**src/rtl/bennett_pkg.sv**
```systemverilog
// -----------------------------------------------------------------------------
// bennett_pkg
// Shared types and constants for the Bennett clock phase monitor.
//   bennett_state_e : monitor FSM states (IDLE, UP, DOWN, ERR)
//   CYCLE_CNT_W     : width of the completed-ramp counter
//   CYCLE_CNT_MAX   : saturation value of the completed-ramp counter
// No ports (package).
// -----------------------------------------------------------------------------
package bennett_pkg;

    typedef enum logic [1:0] {
        IDLE = 2'd0,
        UP   = 2'd1,
        DOWN = 2'd2,
        ERR  = 2'd3
    } bennett_state_e;

    localparam int CYCLE_CNT_W = 16;
    localparam logic [CYCLE_CNT_W-1:0] CYCLE_CNT_MAX = '1;

endpackage

```
**src/rtl/bennett_therm_decode.sv**
```systemverilog
// -----------------------------------------------------------------------------
// bennett_therm_decode
// Combinational decoder for the positive phase rails of a Bennett clock.
// A legal word is a thermometer code filled from the LSB; level is the number
// of asserted rails and valid flags whether the word is a thermometer code.
// Ports:
//   clkp_i  [WIDTH-1:0] in  : positive phase rails
//   level_o [LW-1:0]    out : population count of clkp_i
//   valid_o             out : 1 when clkp_i is a thermometer code
// -----------------------------------------------------------------------------
module bennett_therm_decode #(
    parameter int WIDTH = 11,
    parameter int LW    = $clog2(WIDTH + 1)
) (
    input  logic [WIDTH-1:0] clkp_i,
    output logic [LW-1:0]    level_o,
    output logic             valid_o
);

    // gap[i] marks a set rail sitting above a clear one, which breaks the
    // thermometer property. The top bit has nothing above it.
    logic [WIDTH-1:0] gap;

    generate
        for (genvar gi = 0; gi < WIDTH - 1; gi++) begin : g_gap
            assign gap[gi] = clkp_i[gi+1] & ~clkp_i[gi];
        end
    endgenerate
    assign gap[WIDTH-1] = 1'b0;

    assign valid_o = ~|gap;

    always_comb begin
        level_o = '0;
        for (int i = 0; i < WIDTH; i++) begin
            level_o = level_o + LW'(clkp_i[i]);
        end
    end

endmodule

```
**src/rtl/bennett_phase_monitor.sv**
```systemverilog
// -----------------------------------------------------------------------------
// bennett_phase_monitor
// Watches the phase rails of a Bennett clock generator, tracks the ramp
// 0 -> WIDTH -> 0, counts completed ramps and flags protocol violations.
// All outputs are registered (one cycle after the sampling edge).
// Build option: define BENNETT_MON_COUNT_EN to implement the 16-bit
// saturating cycle counter; otherwise cycle_count is tied to zero.
// Ports:
//   ext_clk      in  : clock, rising edge
//   reset        in  : synchronous active-high reset
//   clkp [W]     in  : positive phase rails (thermometer code)
//   clkn [W]     in  : negative phase rails (nominally ~clkp)
//   level [LW]   out : last valid decoded level
//   dir_up       out : 0 only while ramping down
//   cycle_done   out : pulse when a full ramp returns to level 0
//   cycle_count  out : saturating count of completed ramps
//   err_comp     out : pulse, clkn was not the complement of clkp
//   err_code     out : pulse, clkp was not a thermometer code
//   err_step     out : pulse, illegal level transition
//   err_sticky   out : OR of all error pulses since reset
// -----------------------------------------------------------------------------
module bennett_phase_monitor
    import bennett_pkg::*;
#(
    parameter int WIDTH = 11,
    parameter int LW    = $clog2(WIDTH + 1)
) (
    input  logic                   ext_clk,
    input  logic                   reset,
    input  logic [WIDTH-1:0]       clkp,
    input  logic [WIDTH-1:0]       clkn,
    output logic [LW-1:0]          level,
    output logic                   dir_up,
    output logic                   cycle_done,
    output logic [CYCLE_CNT_W-1:0] cycle_count,
    output logic                   err_comp,
    output logic                   err_code,
    output logic                   err_step,
    output logic                   err_sticky
);

    localparam logic [LW-1:0] LVL_ONE = LW'(1);
    localparam logic [LW-1:0] LVL_TOP = LW'(WIDTH);

    logic [LW-1:0]  dec_level;
    logic           dec_valid;
    logic           comp_bad;
    logic           code_bad;

    bennett_state_e state_q,      state_d;
    logic [LW-1:0]  level_q,      level_d;
    logic           dir_up_q,     dir_up_d;
    logic           done_q,       done_d;
    logic           err_comp_q,   err_comp_d;
    logic           err_code_q,   err_code_d;
    logic           err_step_q,   err_step_d;
    logic           sticky_q,     sticky_d;

    bennett_therm_decode #(
        .WIDTH (WIDTH),
        .LW    (LW)
    ) u_decode (
        .clkp_i  (clkp),
        .level_o (dec_level),
        .valid_o (dec_valid)
    );

    assign comp_bad = (clkn != ~clkp);
    assign code_bad = ~dec_valid;

    always_comb begin
        state_d    = state_q;
        level_d    = level_q;
        done_d     = 1'b0;
        err_comp_d = comp_bad;
        err_code_d = code_bad;
        err_step_d = 1'b0;

        if (comp_bad || code_bad) begin
            // Rail faults override the ramp checker; the sample is not
            // trusted, so the level keeps its last good value.
            state_d = ERR;
        end else begin
            level_d = dec_level;
            case (state_q)
                IDLE: begin
                    if (dec_level == '0) begin
                        state_d = IDLE;
                    end else if (dec_level == LVL_ONE) begin
                        state_d = UP;
                    end else begin
                        err_step_d = 1'b1;
                        state_d    = ERR;
                    end
                end
                UP: begin
                    // level_q < WIDTH here, so the +1 cannot wrap.
                    if (dec_level == level_q + LVL_ONE) begin
                        state_d = (dec_level == LVL_TOP) ? DOWN : UP;
                    end else if (dec_level == level_q) begin
                        state_d = UP;
                    end else begin
                        err_step_d = 1'b1;
                        state_d    = ERR;
                    end
                end
                DOWN: begin
                    // level_q >= 1 here; a hold at the top is the turnaround.
                    if (dec_level == level_q - LVL_ONE) begin
                        if (dec_level == '0) begin
                            state_d = IDLE;
                            done_d  = 1'b1;
                        end else begin
                            state_d = DOWN;
                        end
                    end else if (dec_level == level_q) begin
                        state_d = DOWN;
                    end else begin
                        err_step_d = 1'b1;
                        state_d    = ERR;
                    end
                end
                ERR: begin
                    if (dec_level == '0) begin
                        state_d = IDLE;
                    end
                end
                default: state_d = ERR;
            endcase
        end

        sticky_d = sticky_q | err_comp_d | err_code_d | err_step_d;
        dir_up_d = (state_d != DOWN);
    end

    always_ff @(posedge ext_clk) begin
        if (reset) begin
            state_q    <= IDLE;
            level_q    <= '0;
            dir_up_q   <= 1'b1;
            done_q     <= 1'b0;
            err_comp_q <= 1'b0;
            err_code_q <= 1'b0;
            err_step_q <= 1'b0;
            sticky_q   <= 1'b0;
        end else begin
            state_q    <= state_d;
            level_q    <= level_d;
            dir_up_q   <= dir_up_d;
            done_q     <= done_d;
            err_comp_q <= err_comp_d;
            err_code_q <= err_code_d;
            err_step_q <= err_step_d;
            sticky_q   <= sticky_d;
        end
    end

`ifdef BENNETT_MON_COUNT_EN
    logic [CYCLE_CNT_W-1:0] cycle_count_q;

    // Advances on the same edge that registers the cycle_done pulse.
    always_ff @(posedge ext_clk) begin
        if (reset) begin
            cycle_count_q <= '0;
        end else if (done_d && (cycle_count_q != CYCLE_CNT_MAX)) begin
            cycle_count_q <= cycle_count_q + CYCLE_CNT_W'(1);
        end
    end

    assign cycle_count = cycle_count_q;
`else
    assign cycle_count = '0;
`endif

    assign level      = level_q;
    assign dir_up     = dir_up_q;
    assign cycle_done = done_q;
    assign err_comp   = err_comp_q;
    assign err_code   = err_code_q;
    assign err_step   = err_step_q;
    assign err_sticky = sticky_q;

endmodule
```
**config.mk**
```make
export PLATFORM = sky130hd
export DESIGN_NAME = bennett_phase_monitor
export DESIGN_NICKNAME = d
export VERILOG_FILES = /design/src/rtl/bennett_pkg.sv /design/src/rtl/bennett_therm_decode.sv /design/src/rtl/bennett_phase_monitor.sv
export SDC_FILE = /design/constraint.sdc
export NUM_CORES = 1
export LEC_CHECK = 0
export BUFFER_PORTS_ARGS = -buffer_cell sky130_fd_sc_hd__buf_2
export CORE_ASPECT_RATIO = 1.5
export CORE_MARGIN = 1
export CORE_UTILIZATION = 43
export CTS_CLUSTER_SIZE = 30
export DETAILED_ROUTE_END_ITERATION = 12
export HOLD_SLACK_MARGIN = 0.12
export PLACE_DENSITY_LB_ADDON = 0.15
export SYNTH_ARGS = -nofsm -noshare
export SYNTH_HDL_FRONTEND = slang
export SYNTH_HIERARCHICAL = 1
export SYNTH_SLANG_ARGS = --single-unit
export TNS_END_PERCENT = 10
```
**constraint.sdc**
```tcl
create_clock -name ext_clk -period 4.4 [get_ports ext_clk]
set_input_delay 0.66 -clock ext_clk [delete_from_list [all_inputs] [get_ports ext_clk]]
set_output_delay 0.66 -clock ext_clk [all_outputs]
set_load 0.01 [all_outputs]
```
Yosys cells after proc, flatten, opt, wreduce, memory -nomap -nowiden
Cells that the tools add are included.
- flip-flop bits (word level): 12
- input bits: 24
- output and inout port bits: 26
- logic and storage cells: 80
- $add $sub $neg: 12
- eq/ne operators: 10
- mux-type cells: 19
- bitwise gates (word level): 26
- reduce and logical (&&, ||, !) cells: 5
- operators by type and width (cell ; count):
    4-bit by 1-bit adder with 4-bit output ; 9
    2-bit two-way mux ; 9
    4-bit equality test ; 3
    1-bit NOT ; 12
    11-bit inequality test ; 1
    11-bit NOT ; 1
    1-bit AND ; 10
    10-bit OR reduction ; 1
    1-bit two-way mux ; 8
    2-bit case mux with 4 select lines ; 1
    4-bit by 1-bit adder with 4-bit output, second input constant ; 1
    2-bit equality test, second input constant ; 2
    4-bit by 1-bit equality test with 1-bit output, second input constant ; 1
    4-bit equality test, second input constant ; 1
    4-bit zero test ; 1
    4-bit OR reduction ; 1
    4-bit by 1-bit subtractor with 4-bit output, second input constant ; 1
    1-bit bitwise OR ; 3
    1-bit case mux with 3 select lines ; 1
    1-bit by 1-bit adder with 2-bit output ; 1
    2-bit by 1-bit equality test with 1-bit output, second input constant ; 1
    2-bit zero test ; 1
    2-bit inequality test, second input constant ; 1
    1-bit logical OR ; 1

Logic depth before layout (Yosys ltp)
- word-level depth: 16
- gate-level depth with buffers: 15
- mapped depth without buffers: 15

Modules after synthesis
Netlist, hierarchy kept.
- modules (own cells, without submodules) (module ; instances ; cells an instance ; area each (sq um) ; seq. area each (sq um)):
    bennett_phase_monitor ; 1 ; 105 ; 910.9 ; 240.2
    bennett_therm_decode ; 1 ; 38 ; 319.1 ; 0.0

Least setup slack after synthesis
Ideal clock, no wire load.
- kind: input to register
- from: in clkp[0]
- to: reg state_q[1]
- library setup time: 0.120 ns
- arrival time: 4.572 ns
- required time: 4.280 ns
- setup slack: -0.292 ns
- cell stages on the path: 15
- path buffers: 0
- cell sequence: ha_1 fa_1 inv_1 fa_1 fa_1 inv_1 ha_1 inv_1 fa_1 xnor2_1 xor2_1 or4_1 o311a_1 a211o_1 o31a_1
- cells in the longest elaborated chain, start to end: 15
- elaborated cells on any way between the ends: 32
- those cells by class: add/sub (10); eq/ne (6); mux (10); bitwise (3); reduce/logical (3)
- RTL lines (item ; RTL line ; RTL):
    start: declaration ; bennett_phase_monitor.sv:30 ; input logic [WIDTH-1:0] clkp,
    1-bit by 1-bit adder with 2-bit output (*) ; bennett_therm_decode.sv:36 ; level_o = level_o + LW'(clkp_i[i]);
    4-bit by 1-bit adder with 4-bit output (*) (9 in a row) ; bennett_therm_decode.sv:36 ;
    via dec_level[2] ; bennett_phase_monitor.sv:45 ; logic [LW-1:0] dec_level;
    4-bit equality test, or another cell as far along ; bennett_phase_monitor.sv:100 ; end else if (dec_level == level_q) begin
    2-bit two-way mux (on tied branches) ; - ;
    2-bit two-way mux (on tied branches) ; bennett_phase_monitor.sv:98, bennett_phase_monitor.sv:87, bennett_phase_monitor.sv:109 ;
    2-bit case mux with 4 select lines (*) ; bennett_phase_monitor.sv:85 ; case (state_q)
    2-bit two-way mux (*) ; bennett_phase_monitor.sv:79 ; if (comp_bad || code_bad) begin
    end signal: assignment ; bennett_phase_monitor.sv:147 ; state_q <= state_d;
    end: declaration ; bennett_phase_monitor.sv:50 ; bennett_state_e state_q, state_d;
The timed path passes the listed nets; every way through them passes the cells marked *.
A chain may end at the register's enable or synchronous reset.

Worst setup path in the final report
Same ends and word-level chain as after synthesis.

==> out/summary.txt <==
Max-cap violations -> 0
TritonCTS Buffers -> 3
violated checks -> setup timing
port bufs -> 33
CP arrival -> 4.72 ns
Post-Place Setup Slack -> -0.480 ns
dpl cells -> 225
largest net degree at the start of global routing -> 12
Hold Crit Class -> flip-flop to flip-flop
DIE AREA -> 3080 µm²
WL/cell -> 12.3 µm
Root Driver -> clkbuf_8
top area cells in the synthesized netlist -> dfxtp_1 (20%), xnor2_1 (10%), fa_1 (9.8%)
Crit Reg-Reg Endpoint -> state_q[1]
die width -> 45.7 µm
layout cell share with drive strength beyond 1 -> 31.3%
Post-synth top cells -> inv_1 (17), buf_4 (16), xnor2_1 (14)
Final GP Congestion -> 0.915
critical path startpoint category -> input pin
worst slew pin tran -> 0.526 ns
cell count after synthesis -> 143
vias per cell -> 4.90
Post-Syn Area -> 1230 µm²
top-count cell post-synth -> inv_1
CTS sink cnt -> 12
top-area cell type share of the netlist area -> 19.5%
RSZ-0062 raised after global routing -> true
Longest Clk Path Bufs -> 2
relative max-transition margin -> 64.9%
fmax -> 0.218 GHz
Slowest cell on crit path -> or4_1
placed wire-length estimate -> 2.37 mm
Final Skew -> 0.00301 ns
post-route ant nets -> 0
vias in the first global route -> 1097
grt ovf -> 0
Initial Utilization -> 45.5%
nature of the critical path endpoint -> flip-flop
Max Slew Vio Count -> 0
Clock Pin Slew Worst Setup and Hold Paths -> 0.05 ns
DR pass1 iterations -> 4
crit share post-route -> 104%
sequential area share after synthesis -> 19.5%
die height -> 67.5 µm
cell count along the critical path -> 16
initial antenna violation count -> 0
TNS Setup -> -0.561 ns
slowest stage delay, CP -> 0.52 ns
Leak -> 0.000812 µW
CORE AREA -> 2710 µm²
Crit Path Max Fanout -> 5
endpoints failing hold -> 0
Post-synth EDFFs -> 0
Final Worst Setup Slack -> -0.185 ns
nets@finish -> 230
row count -> 23
mean area per synthesized cell -> 8.60 µm²
synthesis-to-finish area growth -> 29.0%
share of synthesized flip-flops with an asynchronous set or reset -> 0%
Max VDD drop -> 251 µV
Tmin final -> 4.58 ns
critical path class -> input pin to flip-flop
drt total wl -> 2.82 mm
CP endpoint -> state_q[1]
Final Non-Filler Cells -> 229
Syn. warnings -> 6
CTS tree -> yes
status -> finished with violations
post-synthesis register bit count -> 12
CP delay by family, top -> adder cells
CP bufs+invs -> 4
DRC Markers -> 0
PwrDens -> 413 nW/µm²
first-pass GRT wire length -> 4.28 mm
H-tree depth -> 1
cells on worst reg2reg path -> 7
CP Launch Point -> clkp[0]
Vias -> 1123
Iteration-0 DRC Markers -> 21
post-synthesis cell type count -> 36
cell accounting for the most synthesized area -> dfxtp_1
Worst-Skew Late Latency -> 0.24 ns
CP cell instances -> buf_2 > ha_1 > fa_1 > inv_1 > fa_1 > fa_1 > inv_1 > ha_2 > inv_1 > fa_2 > xnor2_4 > xor2_1 > or4_1 > o311a_1 > a211o_1 > o31a_1
critical path required time -> 4.53 ns
total global-route track usage -> 19.1%
RR Startpoint -> level[0]
Antenna Cells -> 0
Synth Flop Type -> dfxtp_1
IO Pins -> 50
r2r setup slk -> 2.18 ns
Final setup viols -> 5
[report_power, final]
part | internal (µW) | switching [µW] | total [µW]
logic | 205 | 214 | 419
registers | 111 | 1.79 | 113
clock network | 79.2 | 43.7 | 123
total | 395 | 259 | 655
[metal layers]
metal	vias up	GRT usage, %	share of wire (%)
li1	549	-	-
met1	532	18.4	36
met2	34	37.1	59
met3	8	2.94	2.8
met4	0	9.09	2.4
met5	-	0	0
[final cells by class]
| class | count | area [µm²] |
|---|---|---|
| tap | 37 | 46.3 |
| clock buffer | 4 | 55.1 |
| multi-input combinational | 111 | 903 |
| fill | 270 | 1120 |
| timing repair buffer | 48 | 278 |
| sequential | 12 | 240 |
| inverter | 17 | 63.8 |
[cells by family (layout without fill, tap and decap cells)]
family / after synthesis / after routing / share of synthesized area [%]
other: 1 / 16 / 0.305
flip-flops: 12 / 12 / 19.5
AND/OR/NAND/NOR: 40 / 40 / 17.5
XOR/XNOR: 20 / 20 / 16.1
multiplexers: 4 / 4 / 3.26
buffers and inverters: 35 / 69 / 15.6
adder cells (fa/ha/maj): 14 / 14 / 17.7
AO/OA/AOI/OAI: 17 / 17 / 10.1
[stage by stage]
stage	instance area [µm²]	util, %	power, µW	hold WS (ns)
global placement	1490	55.2	476	0.497
global route	1590	58.6	701	0.567
floorplan	1300	-	369	0.531
finish	1590	58.6	655	0.529
CTS	1570	57.9	633	0.534
detailed placement	1490	55.2	489	0.526
[worst min-delay path, stage by stage, from the launching register on]
cell	delay, ns
dfxtp_1	0.30
nor2_1	0.10
a21oi_1	0.07
[cell usage in the layout (no fill, tap or decap), types with 2 or more instances in the layout]
cell type   n
buf_4      15
and2_1      2
fa_1        5
o2bb2ai_1   2
a21o_1      2
nand2b_1    2
conb_1     16
buf_2      33
nor4_1      4
mux2i_1     4
nor2_1     12
and3_1      3
nand4_1     2
or4_1       2
xnor2_1    12
nor2b_1     2
xor2_1      4
clkbuf_8    4
a21oi_1     5
ha_1        6
inv_1      17
dfxtp_1    12
nor3_1      7
[sequential cells by signal, summed over array words and instances, names as in the netlist]
| signal | count |
|---|---|
| cycle_done | 1 |
| err_sticky | 1 |
| err_comp | 1 |
| level | 4 |
| dir_up | 1 |
| err_step | 1 |
| err_code | 1 |
| state_q | 2 |
[worst min path at each step]
stage / from / endpoint / slack (ns) / cells past startpoint
global placement: err_sticky / err_sticky / 0.50 / 2
global route: err_sticky / err_sticky / 0.57 / 2
detailed placement: err_sticky / err_sticky / 0.53 / 2
CTS: err_sticky / err_sticky / 0.53 / 2
finish: err_sticky / err_sticky / 0.53 / 2
floorplan: err_sticky / err_sticky / 0.53 / 2
[timing repair]
action,4_1_cts,5_1_grt
buffers inserted,0,0
gates resized for setup,3,4
pin swaps,1,0
endpoints found under the setup margin,5,6
endpoints found under the hold margin,0,0
hold buffers,0,0
gates cloned,0,0
No activity file was read; power rests on OpenSTA's default activity.
